**config.mk**
```make
export PLATFORM = sky130hd
export DESIGN_NAME = sr_iter
export DESIGN_NICKNAME = d
export VERILOG_FILES = /design/src/rtl/sr_iter.sv
export SDC_FILE = /design/constraint.sdc
export NUM_CORES = 1
export LEC_CHECK = 0
export CAP_MARGIN = 20
export CORE_MARGIN = 2
export CORE_UTILIZATION = 30
export CTS_CLUSTER_DIAMETER = 80
export DETAILED_ROUTE_END_ITERATION = 10
export PLACE_DENSITY_LB_ADDON = 0.3
export SETUP_SLACK_MARGIN = 0.3
export SLEW_MARGIN = 30
export SYNTH_ARGS = -nofsm -noshare
export SYNTH_HDL_FRONTEND = slang
export SYNTH_SLANG_ARGS = --single-unit
```
**constraint.sdc**
```tcl
create_clock -name clock -period 2.6 [get_ports clock]
set_clock_uncertainty 0.05 [all_clocks]
set_input_delay 0.52 -clock clock [delete_from_list [all_inputs] [get_ports clock]]
set_output_delay 0.52 -clock clock [all_outputs]
set_load 0.1 [all_outputs]
```
**src/rtl/sr_iter.sv**
```systemverilog
// sr_iter: iterative right shifter (SRL/SRA) for the multicycle ALU path.
// It shifts right by up to STEP bits per clock instead of using a full-width barrel shifter.
// A valid/ready handshake on each side means only one operation is in flight at a time.
//
// Ports
//   clock          single clock, all state updates on posedge
//   reset_n        asynchronous active-low reset
//   in_valid       request present on data_operandA/ctrl_shiftamt/ctrl_arith
//   in_ready       block can accept a request (IDLE only)
//   data_operandA  operand to shift
//   ctrl_shiftamt  right-shift amount
//   ctrl_arith     1 = sign fill, 0 = zero fill
//   out_valid      data_result is valid (DONE only)
//   out_ready      consumer accepts data_result
//   data_result    shifted result; keeps its last value until the next accept
module sr_iter #(
  parameter int WIDTH   = 32,
  parameter int SHAMT_W = 5,
  parameter int STEP    = 2
) (
  input  logic               clock,
  input  logic               reset_n,
  input  logic               in_valid,
  output logic               in_ready,
  input  logic [WIDTH-1:0]   data_operandA,
  input  logic [SHAMT_W-1:0] ctrl_shiftamt,
  input  logic               ctrl_arith,
  output logic               out_valid,
  input  logic               out_ready,
  output logic [WIDTH-1:0]   data_result
);

  typedef enum logic [1:0] {IDLE, SHIFT, DONE} state_t;

  localparam logic [SHAMT_W-1:0] STEP_V = SHAMT_W'(STEP);

  state_t                    state, state_nxt;
  logic signed [WIDTH-1:0]   shreg;
  logic                      fill;
  logic [SHAMT_W-1:0]        remaining;
  logic [SHAMT_W-1:0]        step_amt;
  logic [SHAMT_W-1:0]        rem_nxt;

  // Shift right by s (0..STEP) bits, filling vacated MSBs with f.
  function automatic logic signed [WIDTH-1:0] shift_fill(
    input logic signed [WIDTH-1:0] v,
    input logic [SHAMT_W-1:0]      s,
    input logic                    f
  );
    logic signed [WIDTH-1:0] r;
    r = v;
    for (int i = 0; i < STEP; i++) begin
      if (SHAMT_W'(i) < s) r = {f, r[WIDTH-1:1]};
    end
    return r;
  endfunction

  // The last step may be shorter than STEP when the remaining count is odd.
  assign step_amt = (remaining < STEP_V) ? remaining : STEP_V;
  assign rem_nxt  = remaining - step_amt;

  assign in_ready    = (state == IDLE);
  assign out_valid   = (state == DONE);
  assign data_result = shreg;

  always_ff @(posedge clock or negedge reset_n) begin
    if (!reset_n) state <= IDLE;
    else          state <= state_nxt;
  end

  always_comb begin
    state_nxt = state;
    case (state)
      IDLE:    if (in_valid) state_nxt = (ctrl_shiftamt == '0) ? DONE : SHIFT;
      SHIFT:   if (rem_nxt == '0) state_nxt = DONE;
      DONE:    if (out_ready) state_nxt = IDLE;
      default: state_nxt = IDLE;
    endcase
  end

  // Accept / shift stage
  always_ff @(posedge clock or negedge reset_n) begin
    if (!reset_n) begin
      shreg     <= '0;
      fill      <= 1'b0;
      remaining <= '0;
    end else begin
      case (state)
        IDLE: begin
          if (in_valid) begin
            shreg     <= data_operandA;
            fill      <= ctrl_arith & data_operandA[WIDTH-1];
            remaining <= ctrl_shiftamt;
          end
        end
        SHIFT: begin
          shreg     <= shift_fill(shreg, step_amt, fill);
          remaining <= rem_nxt;
        end
        default: ;
      endcase
    end
  end

endmodule

```
==> metrics, run 1 <==
Final WS setup=0.466 ns; vias per cell=between 5 and 6; CP startpoint kind=flip-flop; RSZ-0062 raised after global routing=false; vias=2619; Max-slew headroom=between 50% and 60%; fillers=approximately 1000; Hold Path Class=in2async; Slew Viols, Final=0; final setup fails=0; Die Height=106 um; clock buffer depth=2; Hold Vio Cnt, Final=0; Commonest cells post-synth=40 x dfrtp_1, 33 x o22ai_1, 31 x mux2i_1; number of buffers created by CTS=5; Inserted Diodes=0; DRC violation count after routing=0; Final Cell Area=0.00402 mm2; largest net degree at the start of global routing=29; WL final=around 8900 um; CTS Root Cell=clkbuf_8; Syn Inst Count=around 290; post-place setup slack=0.428 ns; grt ovf=0; synthesis-to-finish area growth=29.4%; share of layout cells above drive strength 1=between 30% and 40%; Max Cap Viol=0; routed length per instance=roughly 18 um; flops & latches, synth=40; remaining antenna violation count=0; Synth area leader=dfrtp_1; Final Cycle Share=just over 80%; num ports=76; GR Util All Layers=16.0%; area of placed instances=0.00389 mm2; Netlist cell types=45; final RePlAce weighted congestion=0.863; WHS=0.177 ns; count leader, synth=dfrtp_1; fin nets=between 300 and 400; die span in x=~110 um; RR Startpoint=remaining[1]$_DFFE_PN0P_; Most used DFF post-synth=dfrtp_1; Final min period=~2.1 ns; sequential area share after synthesis=32.2%; H-tree depth=2; number of synthesized flops with an enable pin=0; fmax=between 400 and 500 MHz; largest cells by area after synthesis=dfrtp_1 32%, a221oi_2 14%, mux2_2 11%; top cell type's share of synthesized area=between 30 and 40%; CP Launch Point=remaining[1]$_DFFE_PN0P_; multi-input logic area=0.00189 mm2; initial antenna violation count=0; FF+latch area=about 0.0010 mm2; 1st-iter DRT viols=150; Buffers on Ports=75; syn_nets=between 300 and 400; setup TNS=0 ns; Crit Path Class=reg2reg; crit path DAT=around 2.3 ns; mean post-synth cell area=10.8 um2; Die Area=0.0112 mm2; clk slew on worst S/H paths=0.09 ns; Hold-fix buffers, CTS=0; vias in the first global route=about 2600; count of TritonRoute iterations in the first routing pass=4; Worst Setup End Kind=flip-flop; worst-path fanout max=8; Post-Synthesis Cell Area=roughly 0.0031 mm2; hpwl dp=slightly above 6000 um; Sink Count=40; outcome=finished clean; FFs w/ async S/R, synth=between 90% and 100%; CTS tree=yes; FP Rows=37; effective utilization at floorplan=30.5%; Worst-Margin Slew=0.627 ns; Req. time, crit path=between 2 and 3 ns; clock latency at the later pin of the worst-skew pair=~0.3 ns; core region area=between 0.01 and 0.015 mm2; Yosys warning total=0; wire length of the first global-routing pass=between 10000 and 15000 um
-- cell families after synthesis --
family	after synthesis	share of synthesized area, %
DFF	40	32.2
and+or+nand+nor	58	11.8
AOI/OAI and AO/OA	90	27.2
adders and majority gates	1	0.403
other	1	0.121
muxes	61	20.9
buffers and inverters	36	7.42
-- final cells by class --
cell class                      count  area share (%)
Inverter                            5           0.467
Tap cell                          136            4.24
Multi-Input combinational cell    211            46.9
Clock buffer                        7            2.40
Sequential cell                    40            25.0
Timing Repair Buffer               92            20.2
Clock inverter                      1           0.748
-- critical path, cell delays in order, from the launching register on --
cell and delay (ns):
dfrtp_2 0.48, or4_1 0.60, nand2b_1 0.12, ha_1 0.21, nor2b_1 0.23, a221oi_1 0.11, a211o_1 0.23
-- layout by cell type (no fill, tap or decap), types with 7 or more instances in the layout --
| master | n |
|---|---|
| buf_4 | 49 |
| clkdlybuf4s50_1 | 40 |
| dfrtp_1 | 39 |
| o22ai_1 | 33 |
| mux2i_1 | 31 |
| mux2_2 | 30 |
| a221oi_2 | 28 |
| nor2b_1 | 24 |
| and2b_1 | 8 |
| clkbuf_8 | 7 |
-- sequential cells by signal, indices dropped and copies added (netlist names) --
register / cells
remaining: 5
fill: 1
data_result: 32
state: 2
-- timing repair --
| action | CTS | global route |
|---|---|---|
| endpoints found under the setup margin | 0 | 2 |
| buffers inserted | 0 | 0 |
| resized for setup | 0 | 1 |
-- path summary, 6_finish.rpt --
check / depth (start not counted) / slack (ns) / to
min in group clock: 2 / 0.50 / fill$_DFFE_PN0P_
max reg2reg: 6 / 0.47 / state[0]$_DFFE_PN0P_
max: 6 / 0.47 / state[0]$_DFFE_PN0P_
min reg2reg: 2 / 0.50 / fill$_DFFE_PN0P_
max in group asynchronous: 2 / 1.72 / data_result[12]$_DFFE_PN0P_
min: 1 / 0.18 / data_result[24]$_DFFE_PN0P_
-- per-layer routing --
| layer | GRT usage (%) | vias to the layer above | wire (um) |
|---|---|---|---|
| met5 | 0 | - | 0 |
| met4 | 3.20 | 0 | 37 |
| met3 | 3.34 | 2 | 407 |
| met2 | 26.3 | 59 | 4260 |
| met1 | 21.7 | 1306 | 4170 |
| li1 | - | 1252 | - |
-- metrics by stage --
stage	cells	util [%]
floorplan	287	-
global placement	484	38.2
detailed placement	484	38.2
CTS	492	39.4
global route	492	39.4
finish	492	39.4
Power of run 1 is not shown: default switching activity piles up to over one toggle a cycle in this logic, so the estimate is an artifact.
==> run 2: changes to the inputs <==
==> constraint.sdc (replaced) <==
create_clock -name clock -period 2.1 [get_ports clock]
set_clock_uncertainty 0.05 [all_clocks]
set_input_delay 0.42 -clock clock [delete_from_list [all_inputs] [get_ports clock]]
set_output_delay 0.42 -clock clock [all_outputs]
set_load 0.1 [all_outputs]
==> metrics, run 2 (synthesis results as in run 1) <==
num ports=76; CP cell instances=or4_4 > nand2b_4 > ha_4 > nor2b_4 > a221oi_2 > a211o_1; Hold-fix buffers, CTS=0; number of buffers created by CTS=5; wire length of the first global-routing pass=between 15000 and 20000 um; CP max stage delay=about 0.56 ns; Worst setup endpoint=state[0]$_DFFE_PN0P_; Die Height=106 um; grt ovf=0; vias in the first global route=2904; Final Cycle Share=about 87%; Worst R2R End=state[0]$_DFFE_PN0P_; Hold Vio Cnt, Final=0; worst-path fanout max=4; vias per cell=5.38; Max-slew headroom=about two thirds; Max Cap Viol=0; clk slew on worst S/H paths=approximately 0.09 ns; vias=between 2000 and 3000; count of TritonRoute iterations in the first routing pass=4; RR Startpoint=remaining[1]$_DFFE_PN0P_; Worst Setup End Kind=flip-flop; CP Launch Point=remaining[1]$_DFFE_PN0P_; Sink Count=40; final setup fails=0; Buffers on Ports=75; outcome=finished clean; Final Cell Area=0.00434 mm2; Met3 Routed Length=between 300 and 400 um; effective utilization at floorplan=between 30% and 40%; fin nets=~410; most common cell after layout, fill and taps aside=buf_4; Crit-path slowest cell=or4_4; DRC violation count after routing=0; GR Util All Layers=16.7%; crit path DAT=1.96 ns; Req. time, crit path=2.23 ns; initial antenna violation count=0; die span in x=~110 um; RSZ-0062 raised after global routing=true; Crit Path Class=reg2reg; setup TNS=0 ns; core region area=just over 0.01 mm2; Largest register FFs=32; hpwl dp=just over 6000 um; WL met1=about 4200 um; remaining antenna violation count=0; synthesis-to-finish area growth=39.9%; Hold Path Class=in2async; final RePlAce weighted congestion=between 0.8 and 0.9; CTS Root Cell=clkbuf_8; Slew Viols, Final=0; CTS tree=yes; Reg2Reg Depth=6; fmax=~550 MHz; Die Area=0.0112 mm2; share of layout cells above drive strength 1=about two fifths; Final min period=about 1.8 ns; Highest Signal Layer=met4; r2r setup slk=0.27 ns; clock latency at the later pin of the worst-skew pair=~0.30 ns; Worst-Margin Slew=between 0.5 and 0.6 ns; routed length per instance=around 18 um; 1st-iter DRT viols=about 130; most frequent cells in the layout=44 x buf_4, 40 x clkdlybuf4s50_1, 38 x dfrtp_1; metal2 WL=between 4000 and 5000 um; clock buffer depth=2; largest net degree at the start of global routing=31; FP Rows=37; WL final=roughly 9000 um; CP startpoint kind=flip-flop; Inserted Diodes=0; H-tree depth=2; area of placed instances=about 0.0041 mm2
-- run 2: area by class of cell --
type                    instances  area [um2]
multi-input cells             211        1960
repair buffers                103        1090
inverters                       5        18.8
fillers                       979        5840
flip-flops and latches         40        1000
clock buffers                   7        86.3
clock inverters                 1        7.51
well taps                     136         170
-- run 2: repair_timing --
action,CTS,global route
gates resized for setup,3,11
buffers inserted,2,5
pin swaps,5,8
gates cloned,0,1
endpoints found under the setup margin,5,28
-- run 2: critical path: cells and delay by family (launching register included) --
| family | cells | cell delay [ns] |
|---|---|---|
| simple gates | 3 | 0.84 |
| flops | 1 | 0.38 |
| compound gates | 2 | 0.31 |
| fa+ha+maj | 1 | 0.14 |
-- run 2: layer usage --
metal	GRT usage [%]	vias to the layer above
met5	0	-
met4	5.64	0
met3	3.40	12
met2	28.1	64
met1	21.4	1348
li1	-	1282
-- run 2: worst min path at each step --
stage                 start                          end  slack (ns)  cells after the start
floorplan           reset_n   data_result[0]$_DFFE_PN0P_        0.07                      0
global placement    reset_n  data_result[27]$_DFFE_PN0P_        0.36                      1
detailed placement  reset_n  data_result[27]$_DFFE_PN0P_        0.37                      1
CTS                 reset_n  data_result[27]$_DFFE_PN0P_        0.04                      1
global route        reset_n  data_result[29]$_DFFE_PN0P_        0.06                      1
finish              reset_n  data_result[27]$_DFFE_PN0P_        0.03                      1
-- run 2: through the flow --
step / std cells / setup slack [ns] / hold slack, ns / util (%)
after global routing: 503 / 0.235 / 0.0582 / 42.6
after floorplan: 287 / 0.0887 / 0.0744 / -
final: 503 / 0.275 / 0.0279 / 42.6
after CTS: 497 / 0.239 / 0.0393 / 41.6
after global placement: 487 / 0.212 / 0.358 / 40.3
after detailed placement: 487 / 0.182 / 0.368 / 40.3
Power of run 2 is left out for the same reason.
==> run 3: changes to the inputs <==
--- a/config.mk
+++ b/config.mk
@@ -10,7 +10,7 @@
 export CORE_UTILIZATION = 30
 export CTS_CLUSTER_DIAMETER = 80
 export DETAILED_ROUTE_END_ITERATION = 10
-export PLACE_DENSITY_LB_ADDON = 0.3
+export PLACE_DENSITY_LB_ADDON = 0.05
 export SETUP_SLACK_MARGIN = 0.3
 export SLEW_MARGIN = 30
 export SYNTH_ARGS = -nofsm -noshare
==> metrics, run 3 (synthesis results as in run 1) <==
worst-path fanout max=4; number of buffers created by CTS=5; Buffers on Ports=75; Largest register FFs=32; FP Rows=37; Die Area=about 0.011 mm2; effective utilization at floorplan=between 30% and 40%; setup TNS=0 ns; count of TritonRoute iterations in the first routing pass=4; share of layout cells above drive strength 1=between 30% and 40%; grt ovf=0; vias per cell=5.37; Slew Viols, Final=0; most frequent cells in the layout=47 x buf_4, 40 x clkdlybuf4s50_1, 38 x dfrtp_1; Sink Count=40; outcome=finished clean; Worst Setup End Kind=flip-flop; Crit Path Class=reg2reg; initial antenna violation count=0; Inserted Diodes=0; GR Util All Layers=17.4%; remaining antenna violation count=0; most common cell after layout, fill and taps aside=buf_4; largest net degree at the start of global routing=25; vias=approximately 2700; die span in x=between 100 and 150 um; Max Cap Viol=0; CP max stage delay=between 0.5 and 0.6 ns; multi-input logic area=between 0.0015 and 0.002 mm2; fmax=550 MHz; Hold Vio Cnt, Final=0; Die Height=approximately 110 um; fillers=~1000; CP cell instances=or4_4 > nand2b_4 > ha_4 > nor2b_4 > a221oi_2 > a211o_1; fin nets=409; CTS tree=yes; vias in the first global route=about 2800; Hold Path Class=in2async; RSZ-0062 raised after global routing=true; core region area=roughly 0.010 mm2; hpwl dp=6400 um; clk slew on worst S/H paths=approximately 0.08 ns; CP startpoint kind=flip-flop; Final Cycle Share=around 87%; clock buffer depth=2; 1st-iter DRT viols=107; fin util=a little over two fifths; final RePlAce weighted congestion=between 0.8 and 0.9; routed length per instance=approximately 20 um; clock latency at the later pin of the worst-skew pair=approximately 0.30 ns; wire length of the first global-routing pass=about 16000 um; Final min period=around 1.8 ns; FF+latch area=0.00100 mm2; CTS Root Cell=clkbuf_8; H-tree depth=2; num ports=76; synthesis-to-finish area growth=37.9%; final setup fails=0; Req. time, crit path=between 2 and 2.5 ns; WL final=between 9000 and 10000 um; DRC violation count after routing=0; Crit-path slowest cell=or4_4; crit path DAT=~2.0 ns
==> run 3: cell types whose count changed in the layout (fill, tap and decap cells not counted) <==
cell	change
nor2b_4	-1
clkinvlp_4	-1
nor2b_2	+1
clkbuf_8	-1
and2_4	+1
buf_8	+1
buf_4	+3
buf_12	-4
clkinv_2	+1
and2_1	-1
==> run 3: layer usage <==
| layer | GRT usage (%) | routed length [um] | share of wire (%) |
|---|---|---|---|
| met5 | 0 | 0 | 0 |
| met1 | 24.6 | 4740 | 48 |
| met2 | 27.8 | 4580 | 47 |
| met4 | 3.95 | 95 | 0.97 |
| met3 | 3.03 | 424 | 4.3 |
==> run 3: critical path, delay by kind of cell (launching register included) <==
family          cells  cell delay (ns)
simple gates        3             0.84
flops               1             0.38
compound gates      2             0.30
fa+ha+maj           1             0.14
==> run 3: final timing paths <==
kind / depth (start not counted) / from / endpoint / slack (ns)
setup / recovery: 6 / remaining[1]$_DFFE_PN0P_ / state[0]$_DFFE_PN0P_ / 0.28
hold / removal: 1 / reset_n / data_result[27]$_DFFE_PN0P_ / 0.02
setup reg to reg: 6 / remaining[1]$_DFFE_PN0P_ / state[0]$_DFFE_PN0P_ / 0.28
hold reg to reg: 2 / data_result[0]$_DFFE_PN0P_ / data_result[0]$_DFFE_PN0P_ / 0.54
max in group asynchronous: 2 / reset_n / state[1]$_DFFE_PN0P_ / 1.45
min in group clock: 2 / data_result[0]$_DFFE_PN0P_ / data_result[0]$_DFFE_PN0P_ / 0.54
==> run 3: layout make-up <==
type	instances	share of cell area [%]
Clock buffer	6	1.70
Clock inverter	1	0.117
Inverter	5	0.438
Multi-Input combinational cell	211	45.8
Sequential cell	40	23.4
Tap cell	136	3.98
Timing Repair Buffer	103	24.5
==> run 3: what timing repair did <==
action	4_1_cts	5_1_grt
resized for setup	5	11
cloned	0	1
hold buffers	0	0
buffers inserted	5	1
pin swaps	5	6
endpoints found under the setup margin	5	21
==> run 3: stage by stage <==
step / area, um2 / instances / setup slack [ns] / hold slack, ns
after global routing: 4280 / 502 / 0.228 / 0.0433
final: 4280 / 502 / 0.282 / 0.0235
after CTS: 4200 / 500 / 0.253 / 0.0419
after floorplan: 3140 / 287 / 0.0887 / 0.0744
after global placement: 4060 / 488 / 0.193 / 0.365
after detailed placement: 4060 / 488 / 0.181 / 0.363
Power of run 3 is left out for the same reason.
